==> src/rtl/sa_pkg.sv <==
// Shared types and constants for the SA dispatch/merge front end.
// Header layout is {protocol, dport, sport, dip, sip}, MSB first.
package sa_pkg;

  localparam int PKT_W = 104;
  localparam int RID_W = 14;

  localparam int SIP_LSB   = 0;
  localparam int DIP_LSB   = 32;
  localparam int SPORT_LSB = 64;
  localparam int DPORT_LSB = 80;
  localparam int PROTO_LSB = 96;

  typedef struct packed {
    logic [RID_W-1:0] rule_id;
    logic             hit;
  } sa_result_t;

endpackage

==> src/rtl/sa_result_fifo.sv <==
// First-word-fall-through result buffer for one SA port.
// Wrap-bit pointers give full/empty and an occupancy count.
module sa_result_fifo
  import sa_pkg::*;
#(
  parameter  int DEPTH = 16,
  localparam int AW    = $clog2(DEPTH)
) (
  input  logic       clk,
  input  logic       rst,
  input  logic       wr_en,
  input  sa_result_t wr_data,
  input  logic       rd_en,
  output sa_result_t rd_data,
  output logic       full,
  output logic       empty,
  output logic [AW:0] count
);

  localparam logic [AW:0] FULL_CNT = (AW + 1)'(DEPTH);

  sa_result_t  mem_q [DEPTH];
  logic [AW:0] wr_ptr_q, wr_ptr_d;
  logic [AW:0] rd_ptr_q, rd_ptr_d;
  logic        do_wr, do_rd;

  // Status flags, head entry and pointer advance
  always_comb begin
    count    = wr_ptr_q - rd_ptr_q;
    full     = (count == FULL_CNT);
    empty    = (wr_ptr_q == rd_ptr_q);
    rd_data  = mem_q[rd_ptr_q[AW-1:0]];
    do_wr    = wr_en && !full;
    do_rd    = rd_en && !empty;
    wr_ptr_d = wr_ptr_q + (AW + 1)'(do_wr);
    rd_ptr_d = rd_ptr_q + (AW + 1)'(do_rd);
  end

  // Pointer registers
  always_ff @(posedge clk) begin
    if (rst) begin
      wr_ptr_q <= '0;
      rd_ptr_q <= '0;
    end else begin
      wr_ptr_q <= wr_ptr_d;
      rd_ptr_q <= rd_ptr_d;
    end
  end

  // Storage, no reset needed since empty masks it
  always_ff @(posedge clk) begin
    if (do_wr) begin
      mem_q[wr_ptr_q[AW-1:0]] <= wr_data;
    end
  end

endmodule

==> src/rtl/sa_dispatch_merge.sv <==
// Alternating dispatch of headers to two SA ports and in-order
// re-merge of their results, with credit-based admission.
module sa_dispatch_merge
  import sa_pkg::*;
#(
  parameter  int DEPTH = 16,
  localparam int CW    = $clog2(DEPTH) + 1,
  localparam int IW    = $clog2(2 * DEPTH) + 1
) (
  input  logic             clk,
  input  logic             RST,
  input  logic [PKT_W-1:0] pkt_in,
  input  logic             pkt_valid,
  output logic             pkt_ready,
  output logic [PKT_W-1:0] sa_packet_in1,
  output logic [PKT_W-1:0] sa_packet_in2,
  output logic             sa_data_valid_in1,
  output logic             sa_data_valid_in2,
  input  logic [RID_W-1:0] sa_rule_id1,
  input  logic [RID_W-1:0] sa_rule_id2,
  input  logic             sa_data_valid_out1,
  input  logic             sa_data_valid_out2,
  input  logic             sa_action_valid1,
  input  logic             sa_action_valid2,
  output logic [RID_W-1:0] res_rule_id,
  output logic             res_hit,
  output logic             res_valid,
  input  logic             res_ready,
  output logic [IW-1:0]    inflight,
  output logic             err_overflow
);

  localparam logic [CW-1:0] CMAX = CW'(DEPTH);

  logic             disp_q, disp_d;
  logic             merge_q, merge_d;
  logic [CW-1:0]    cred0_q, cred0_d;
  logic [CW-1:0]    cred1_q, cred1_d;
  logic [PKT_W-1:0] pkt1_q, pkt1_d;
  logic [PKT_W-1:0] pkt2_q, pkt2_d;
  logic             vin1_q, vin1_d;
  logic             vin2_q, vin2_d;
  logic             err_q, err_d;

  logic             accept, pop;
  logic             inc0, inc1, pop0, pop1;
  logic             wr0, wr1;
  logic             full0, full1, empty0, empty1;
  logic [CW-1:0]    cnt0, cnt1;
  sa_result_t       res_in0, res_in1;
  sa_result_t       head0, head1, head;

  // Admission, merge head selection and FIFO write filtering
  always_comb begin
    pkt_ready = disp_q ? (cred1_q < CMAX) : (cred0_q < CMAX);
    accept    = pkt_valid && pkt_ready;
    inc0      = accept && !disp_q;
    inc1      = accept && disp_q;
    res_valid = merge_q ? !empty1 : !empty0;
    head      = merge_q ? head1 : head0;
    pop       = res_valid && res_ready;
    pop0      = pop && !merge_q;
    pop1      = pop && merge_q;
    res_in0   = '{rule_id: sa_rule_id1, hit: sa_action_valid1};
    res_in1   = '{rule_id: sa_rule_id2, hit: sa_action_valid2};
    // A strobe with no outstanding SA request is a stale pre-reset result
    wr0       = sa_data_valid_out1 && (cred0_q != cnt0);
    wr1       = sa_data_valid_out2 && (cred1_q != cnt1);
  end

  // Registered-state outputs
  always_comb begin
    res_rule_id       = res_valid ? head.rule_id : '0;
    res_hit           = res_valid && head.hit;
    inflight          = IW'(cred0_q) + IW'(cred1_q);
    err_overflow      = err_q;
    sa_packet_in1     = pkt1_q;
    sa_packet_in2     = pkt2_q;
    sa_data_valid_in1 = vin1_q;
    sa_data_valid_in2 = vin2_q;
  end

  // Next-state: pointers, credits, SA input registers, sticky error
  always_comb begin
    disp_d  = disp_q ^ accept;
    merge_d = merge_q ^ pop;
    unique case ({inc0, pop0})
      2'b10:   cred0_d = cred0_q + CW'(1);
      2'b01:   cred0_d = cred0_q - CW'(1);
      default: cred0_d = cred0_q;
    endcase
    unique case ({inc1, pop1})
      2'b10:   cred1_d = cred1_q + CW'(1);
      2'b01:   cred1_d = cred1_q - CW'(1);
      default: cred1_d = cred1_q;
    endcase
    pkt1_d = inc0 ? pkt_in : pkt1_q;
    pkt2_d = inc1 ? pkt_in : pkt2_q;
    vin1_d = inc0;
    vin2_d = inc1;
    err_d  = err_q
           | (sa_data_valid_out1 && full0)
           | (sa_data_valid_out2 && full1);
  end

  // State registers
  always_ff @(posedge clk) begin
    if (RST) begin
      disp_q  <= 1'b0;
      merge_q <= 1'b0;
      cred0_q <= '0;
      cred1_q <= '0;
      pkt1_q  <= '0;
      pkt2_q  <= '0;
      vin1_q  <= 1'b0;
      vin2_q  <= 1'b0;
      err_q   <= 1'b0;
    end else begin
      disp_q  <= disp_d;
      merge_q <= merge_d;
      cred0_q <= cred0_d;
      cred1_q <= cred1_d;
      pkt1_q  <= pkt1_d;
      pkt2_q  <= pkt2_d;
      vin1_q  <= vin1_d;
      vin2_q  <= vin2_d;
      err_q   <= err_d;
    end
  end

  sa_result_fifo #(.DEPTH(DEPTH)) u_fifo0 (
    .clk     (clk),
    .rst     (RST),
    .wr_en   (wr0),
    .wr_data (res_in0),
    .rd_en   (pop0),
    .rd_data (head0),
    .full    (full0),
    .empty   (empty0),
    .count   (cnt0)
  );

  sa_result_fifo #(.DEPTH(DEPTH)) u_fifo1 (
    .clk     (clk),
    .rst     (RST),
    .wr_en   (wr1),
    .wr_data (res_in1),
    .rd_en   (pop1),
    .rd_data (head1),
    .full    (full1),
    .empty   (empty1),
    .count   (cnt1)
  );

endmodule

==> config.mk <==
export PLATFORM = sky130hd
export DESIGN_NAME = sa_dispatch_merge
export DESIGN_NICKNAME = d
export VERILOG_FILES = /design/src/rtl/sa_pkg.sv /design/src/rtl/sa_result_fifo.sv /design/src/rtl/sa_dispatch_merge.sv
export SDC_FILE = /design/constraint.sdc
export NUM_CORES = 1
export LEC_CHECK = 0
export CAP_MARGIN = 20
export CORE_MARGIN = 4
export CORE_UTILIZATION = 55
export CTS_BUF_LIST = sky130_fd_sc_hd__clkbuf_8
export DETAILED_ROUTE_END_ITERATION = 12
export PLACE_DENSITY = 0.89
export SETUP_SLACK_MARGIN = 0.4
export SYNTH_ARGS = -nofsm -noshare
export SYNTH_HDL_FRONTEND = slang
export SYNTH_SLANG_ARGS = --single-unit
export TNS_END_PERCENT = 5
==> constraint.sdc <==
create_clock -name clk -period 6.69 [get_ports clk]
set_clock_uncertainty 0.05 [all_clocks]
set_input_delay 1.0035 -clock clk [delete_from_list [all_inputs] [get_ports clk]]
set_output_delay 1.0035 -clock clk [all_outputs]
set_load 0.02 [all_outputs]
[Word level (Yosys, flattened, before mapping)]
Memories as Yosys holds them, arrays and structs flattened. A register that Yosys moved wholly into a read port is not among the register bits.
Cells that the tools add are included.
Operators by class
  bitwise operators: 4
  equality and inequality tests: 10
  magnitude comparators: 2
  muxes and demuxes: 12
  reductions and logical operators: 23
  add/sub/neg operators: 11
Operators by type and width (count)
  5-bit by 1-bit adder with 5-bit output: 4
  5-bit case mux with 2 select lines: 2
  1-bit logical AND: 15
  15-bit two-way mux: 1
  14-bit two-way mux: 1
  5-bit by 1-bit adder with 5-bit output, second input constant: 2
  5-bit equality test: 2
  5-bit equality test, second input constant: 2
  5-bit < comparator, second input constant: 2
  5-bit != test: 2
  5-bit by 1-bit subtractor with 5-bit output, second input constant: 2
  5-bit subtractor: 2
  4-bit two-way mux: 2
  5-bit by 5-bit adder with 6-bit output: 1
  1-bit logical NOT: 6
  1-bit two-way mux: 6
  2-bit by 1-bit equality test with 1-bit output, second input constant: 2
  2-bit equality test, second input constant: 2
  2-bit nonzero test: 2
  1-bit OR: 2
  1-bit XOR: 2
Word-level totals
  memories: 2
  register bits: 243
  bits in writable memories: 480
  output and inout bits: 234
  input bits: 140
Memories
  u_fifo0.mem_q: words 16, width 15, read ports 1, clocked after Yosys merged registers in 1, write ports 1, line sa_result_fifo.sv:22  | sa_result_t mem_q [DEPTH];
  u_fifo1.mem_q: words 16, width 15, read ports 1, clocked after Yosys merged registers in 1, write ports 1, line sa_result_fifo.sv:22

[Logic depth before layout (Yosys ltp)]
  word-level depth: 8
  gate-level depth with buffers: 18

[Hierarchy]
A second synthesis with hierarchy kept.
Unflattened totals
  cells, all modules: 1695
  area, all modules: 28433.5 um2
By module, submodules not included
  sa_result_fifo at u_fifo1: instances 1, cells each 426, sequential area each 7407.1 um2, area an instance 9836.9 um2
  sa_result_fifo at u_fifo0: instances 1, cells each 423, sequential area each 7407.1 um2, area an instance 9808.2 um2
  sa_dispatch_merge: instances 1, cells each 846, sequential area each 4464.3 um2, area an instance 8788.4 um2

[Worst setup path before layout]
Ideal clock, no wire load.
  path type: flip-flop to flip-flop
  start point: register u_fifo1.rd_ptr_q[2]
  end point: memory u_fifo1.mem_q[14][0] (netlist bit), enable pin
  cell stages (with the launch flop): 11
  setup time: 0.426 ns
  arrival: 3.689 ns
  buffers on the path: 3
  slack: 2.525 ns
  cell sequence: dfxtp_1 > buf_2 > buf_1 > inv_1 > ha_1 > nand2_1 > o21ai_0 > xor2_1 > o32ai_4 > buf_6 > nor4_1
On the way
  longest elaborated chain between the ends: 6
  elaborated cells on any way between the ends: 8
  those cells by class: add/sub: 1; eq/ne: 2; mux: 2; reduce/logical: 3
RTL lines
  start, declared: line sa_result_fifo.sv:24  | logic [AW:0] rd_ptr_q, rd_ptr_d;
  start signal, assigned: line sa_result_fifo.sv:46  | rd_ptr_q <= rd_ptr_d;
  5-bit subtractor *: line sa_result_fifo.sv:29  | count = wr_ptr_q - rd_ptr_q;
  5-bit != test / 5-bit equality test (equally long branches): line sa_dispatch_merge.sv:68, sa_result_fifo.sv:30
  1-bit logical AND / 1-bit logical NOT (equally long branches): line sa_dispatch_merge.sv:68, sa_result_fifo.sv:33
  1-bit logical AND *: line sa_result_fifo.sv:33  | do_wr = wr_en && !full;
  1-bit two-way mux *: line sa_result_fifo.sv:52  | if (do_wr) begin
  1-bit two-way mux (not written as such) *: line sa_result_fifo.sv:53  | mem_q[wr_ptr_q[AW-1:0]] <= wr_data;
  end, declared: line sa_result_fifo.sv:22
Mark *: on every way between the ends. The rest lies on a longest branch, timed or not.

[Worst setup path in the final report]
  start point: register u_fifo0.rd_ptr_q[0]
  end point: output res_rule_id[6]
On the way
  longest elaborated chain between the ends: 4
RTL lines
  start, declared: line sa_result_fifo.sv:24
  start signal, assigned: line sa_result_fifo.sv:46
  5-bit equality test: line sa_result_fifo.sv:31  | empty = (wr_ptr_q == rd_ptr_q);
  1-bit logical NOT: line sa_dispatch_merge.sv:59  | res_valid = merge_q ? !empty1 : !empty0;
  1-bit two-way mux: line sa_dispatch_merge.sv:59
  14-bit two-way mux: line sa_dispatch_merge.sv:73  | res_rule_id = res_valid ? head.rule_id : '0;
  end, declared: line sa_dispatch_merge.sv:25  | output logic [RID_W-1:0] res_rule_id,
No other way between the ends.

==> impl_metrics.xml <==
<?xml version="1.0" encoding="UTF-8"?>
<metrics>
  <group name="outcome">
    <metric name="status" unit="">completed</metric>
  </group>
  <group name="floorplanning">
    <metric name="num_io_pins" unit="">374</metric>
    <metric name="rows" unit="">82</metric>
    <metric name="initial_core_util" unit="">0.559</metric>
    <metric name="die_area" unit="sq um">54800</metric>
    <metric name="dieWidth" unit="um">234</metric>
    <metric name="core_area" unit="sq um">50300</metric>
    <metric name="floorplan.die.height" unit="um">234</metric>
  </group>
  <group name="cells_and_area">
    <metric name="flow.area_growth_from_synthesis" unit="%">24.1</metric>
    <metric name="postLayoutCellArea" unit="sq um">34900</metric>
    <metric name="layout.cells.most_common" unit="">sky130_fd_sc_hd__edfxtp_1</metric>
    <metric name="filler_cell_count" unit="">3041</metric>
    <metric name="layout.cells.most_common_list" unit="">sky130_fd_sc_hd__edfxtp_1, sky130_fd_sc_hd__clkdlybuf4s50_1, sky130_fd_sc_hd__mux2i_1</metric>
    <metric name="finalNetCount" unit="">2399</metric>
    <metric name="post_route_cells_drive_above_1_share" unit="">0.147</metric>
    <metric name="final_core_util" unit="">0.694</metric>
  </group>
  <group name="timing">
    <metric name="layout_setup_ws" unit="ns">1.07</metric>
    <metric name="clock.fmax" unit="MHz">178</metric>
    <metric name="finalHoldViolCount" unit="">0</metric>
    <metric name="grt_setup_unrepaired" unit="">no</metric>
    <metric name="worst_slew_margin_relative_to_its_limit" unit="">0.275</metric>
    <metric name="final_max_tran_viols" unit="">0</metric>
    <metric name="finalWorstPathRequiredPeriod" unit="ns">5.62</metric>
    <metric name="worstMarginPinSlew" unit="ns">1.09</metric>
    <metric name="totalNegativeSetupSlack" unit="ns">0</metric>
    <metric name="finalSetupViolCount" unit="">0</metric>
    <metric name="period_utilisation_layout" unit="">0.840</metric>
  </group>
  <group name="synth">
    <metric name="post_synth_num_cell_types" unit="">53</metric>
    <metric name="synthArstFlopShare" unit="">0</metric>
    <metric name="synth_fp_nets" unit="">1969</metric>
    <metric name="synthesis.instances" unit="">1791</metric>
    <metric name="count_of_flip_flops_with_a_built_in_enable_after_synthesis" unit="">480</metric>
    <metric name="synthesis.area" unit="sq um">28100</metric>
    <metric name="top_area_cells_in_the_synthesized_netlist" unit="">sky130_fd_sc_hd__edfxtp_1, sky130_fd_sc_hd__dfxtp_1, sky130_fd_sc_hd__mux2i_1</metric>
    <metric name="syn-mean-instance-area" unit="sq um">15.7</metric>
    <metric name="synth.ff_latch_count" unit="">723</metric>
    <metric name="yosysWarnings" unit="">0</metric>
    <metric name="yosys_top_cell_area_share" unit="">0.513</metric>
    <metric name="yosysTopAreaCell" unit="">sky130_fd_sc_hd__edfxtp_1</metric>
    <metric name="dominantRegCellSynth" unit="">sky130_fd_sc_hd__edfxtp_1</metric>
    <metric name="post_synthesis_sequential_area_ratio" unit="">0.686</metric>
  </group>
  <group name="routing">
    <metric name="routed.top_layer" unit="">met4</metric>
    <metric name="postRouteAntennaNets" unit="">0</metric>
    <metric name="route.final.wire_length" unit="um">77400</metric>
    <metric name="detailedRoute.firstIterationViolations" unit="">1597</metric>
    <metric name="drt-pass1-iter-count" unit="">5</metric>
    <metric name="remaining_drc_errors" unit="">0</metric>
    <metric name="num_vias" unit="">17700</metric>
    <metric name="post_drt_wl_per_cell" unit="um">25.9</metric>
    <metric name="dr_wl_met3" unit="um">6700</metric>
    <metric name="vias_per_cell" unit="">5.93</metric>
    <metric name="m1WireLength" unit="um">27100</metric>
    <metric name="detailroute.wirelength.met2" unit="um">38800</metric>
  </group>
  <group name="clocking">
    <metric name="root_buffer" unit="">sky130_fd_sc_hd__clkbuf_8</metric>
    <metric name="clk-insertion-delay-late" unit="ns">0.72</metric>
    <metric name="cts_hold_buffers_added" unit="">0</metric>
    <metric name="htree_num_levels" unit="">3</metric>
    <metric name="cts_made_buffers" unit="">110</metric>
    <metric name="clock_sink_count" unit="">723</metric>
    <metric name="cts.repair.resized" unit="">0</metric>
    <metric name="cts_tree" unit="">done</metric>
    <metric name="cts_buffer_depth" unit="">3</metric>
    <metric name="post-cts-setup-buffer-count" unit="">0</metric>
    <metric name="clk_pin_slew_worst_setup_hold_paths" unit="ns">0.06</metric>
  </group>
  <group name="worst_setup_path">
    <metric name="reg2regPathDepth" unit="">15</metric>
    <metric name="worstPathArrival" unit="ns">4.57</metric>
    <metric name="cp_common_cell" unit="">sky130_fd_sc_hd__buf_4</metric>
    <metric name="path_class" unit="">reg2out</metric>
    <metric name="critPathLaunchType" unit="">flop</metric>
    <metric name="critical_path_peak_fanout" unit="">43</metric>
    <metric name="timing.critical_path.slowest_cell_delay" unit="ns">0.89</metric>
    <metric name="timing.critical_path.to_type" unit="">primary output</metric>
    <metric name="timing.critical_path.slowest_stage_cell" unit="">sky130_fd_sc_hd__dfxtp_4</metric>
    <metric name="cp_data_required_time" unit="ns">5.64</metric>
    <metric name="cells_along_the_critical_path" unit="">buf_4 &gt; buf_4 &gt; mux4_2 &gt; a2111oi_0 &gt; nor3_1 &gt; clkdlybuf4s50_1</metric>
  </group>
  <group name="grt">
    <metric name="grt_remaining_overflow" unit="">0</metric>
    <metric name="antenna_found_initial" unit="">0</metric>
    <metric name="grt_first_pass_wirelength" unit="um">115000</metric>
    <metric name="globalRouteTotalUtil" unit="">0.281</metric>
    <metric name="number_of_global_route_vias_before_repair" unit="">18700</metric>
    <metric name="grt_max_degree" unit="">120</metric>
  </group>
  <group name="placement">
    <metric name="placement.cell_area" unit="sq um">32800</metric>
    <metric name="place.gp.congestion" unit="">0.888</metric>
    <metric name="place.port_buffers" unit="">373</metric>
    <metric name="worst_setup_slack_after_placement" unit="ns">1.89</metric>
    <metric name="dp.final_hpwl" unit="um">51500</metric>
  </group>
  <group name="min_path">
    <metric name="worstHoldPathType" unit="">reg2reg</metric>
    <metric name="instance_count_along_the_most_critical_hold_path" unit="">2</metric>
  </group>
  <group name="power_and_ir_drop">
    <metric name="power.density" unit="nW/um^2">308</metric>
    <metric name="power.static_leakage" unit="nW">11.9</metric>
    <metric name="worst_ir_drop_vdd" unit="mV">0.316</metric>
  </group>
  <group name="job">
    <metric name="timing.max_cap.violations" unit="">0</metric>
  </group>
</metrics>
## state kept, by name (all words and copies together) (netlist names), 5 cells and up
signal / cells
u_fifo0.wr_ptr_q: 5
u_fifo1.rd_ptr_q: 5
u_fifo0.mem_q: 240
cred1_q: 5
u_fifo1.wr_ptr_q: 5
cred0_q: 5
sa_packet_in1: 104
u_fifo1.mem_q: 240
sa_packet_in2: 104
u_fifo0.rd_ptr_q: 5
## routing by layer
layer | up-vias | track usage
met3 | 215 | 0.0753
met2 | 998 | 0.477
met1 | 8829 | 0.326
met4 | 0 | 0.158
met5 | - | 0
li1 | 7664 | -
## cells in the mapped netlist, types with 4 or more instances
cell / n
sky130_fd_sc_hd__nor4_1: 18
sky130_fd_sc_hd__nor3_1: 27
sky130_fd_sc_hd__a2111oi_0: 12
sky130_fd_sc_hd__clkbuf_1: 60
sky130_fd_sc_hd__ha_1: 33
sky130_fd_sc_hd__a21oi_1: 17
sky130_fd_sc_hd__xnor2_1: 16
sky130_fd_sc_hd__o22ai_1: 14
sky130_fd_sc_hd__edfxtp_1: 480
sky130_fd_sc_hd__nor2_1: 245
sky130_fd_sc_hd__a22o_1: 14
sky130_fd_sc_hd__buf_1: 11
sky130_fd_sc_hd__mux2i_1: 253
sky130_fd_sc_hd__nand2_1: 39
sky130_fd_sc_hd__nand3_1: 26
sky130_fd_sc_hd__buf_6: 6
sky130_fd_sc_hd__nand2b_1: 6
sky130_fd_sc_hd__buf_4: 7
sky130_fd_sc_hd__o2111ai_1: 15
sky130_fd_sc_hd__o21ai_0: 4
sky130_fd_sc_hd__inv_1: 29
sky130_fd_sc_hd__mux2_2: 15
sky130_fd_sc_hd__nor2b_1: 17
sky130_fd_sc_hd__a21o_1: 5
sky130_fd_sc_hd__mux4_2: 92
sky130_fd_sc_hd__buf_2: 20
sky130_fd_sc_hd__fa_1: 5
sky130_fd_sc_hd__a221oi_1: 14
sky130_fd_sc_hd__xor2_1: 13
sky130_fd_sc_hd__dfxtp_1: 243
## power by group
group          switching, mW  internal, mW
clock network           1.74          1.71
registers              0.148          5.01
logic                   1.25         0.895
## worst paths after layout
check / start / endpoint / slack (ns)
setup / recovery: u_fifo0.rd_ptr_q[0] / res_rule_id[6] / 1.07
hold / removal: sa_packet_in2[89] / sa_packet_in2[89] / 0.44
setup reg to reg: u_fifo0.rd_ptr_q[1] / cred1_q[4] / 1.87
hold reg to reg: sa_packet_in2[89] / sa_packet_in2[89] / 0.44
## critical path, delay by kind of cell, from the launching register on
family	cells	cell delay [ns]
DFF	1	0.89
AOI/OAI and AO/OA	1	0.77
and+or+nand+nor	1	0.12
buffers and inverters	3	1.45
muxes	1	0.57
## cell type report
| class | count | area (sq um) | area share |
|---|---|---|---|
| inverters | 29 | 109 | 0.00312 |
| repair buffers | 422 | 4110 | 0.118 |
| clock buffers | 117 | 1610 | 0.0462 |
| multi-input cells | 935 | 8440 | 0.242 |
| diodes | 1 | 2.50 | 0.0000718 |
| clock inverters | 86 | 467 | 0.0134 |
| well taps | 672 | 841 | 0.0241 |
| flip-flops and latches | 723 | 19300 | 0.553 |
## cells by family (layout without fill, tap and decap cells)
| group | Yosys count | count (layout) | share of synthesized area |
|---|---|---|---|
| flops | 723 | 723 | 0.686 |
| fa+ha+maj | 38 | 38 | 0.0183 |
| simple gates | 396 | 396 | 0.0614 |
| other cells | 0 | 1 | 0 |
| buf+inv | 133 | 654 | 0.0212 |
| compound gates | 107 | 107 | 0.0300 |
| mux | 360 | 360 | 0.170 |
| xor+xnor | 34 | 34 | 0.0130 |
## stage by stage
stage	cells	hold slack [ns]	power [mW]
floorplan	1791	0.433	6.44
global placement	2778	0.421	7.28
detailed placement	2780	0.431	7.38
CTS	2983	0.446	10.8
global route	2984	0.465	11.2
finish	2985	0.444	10.8
Note: power is estimated with default switching activity, not from simulation.
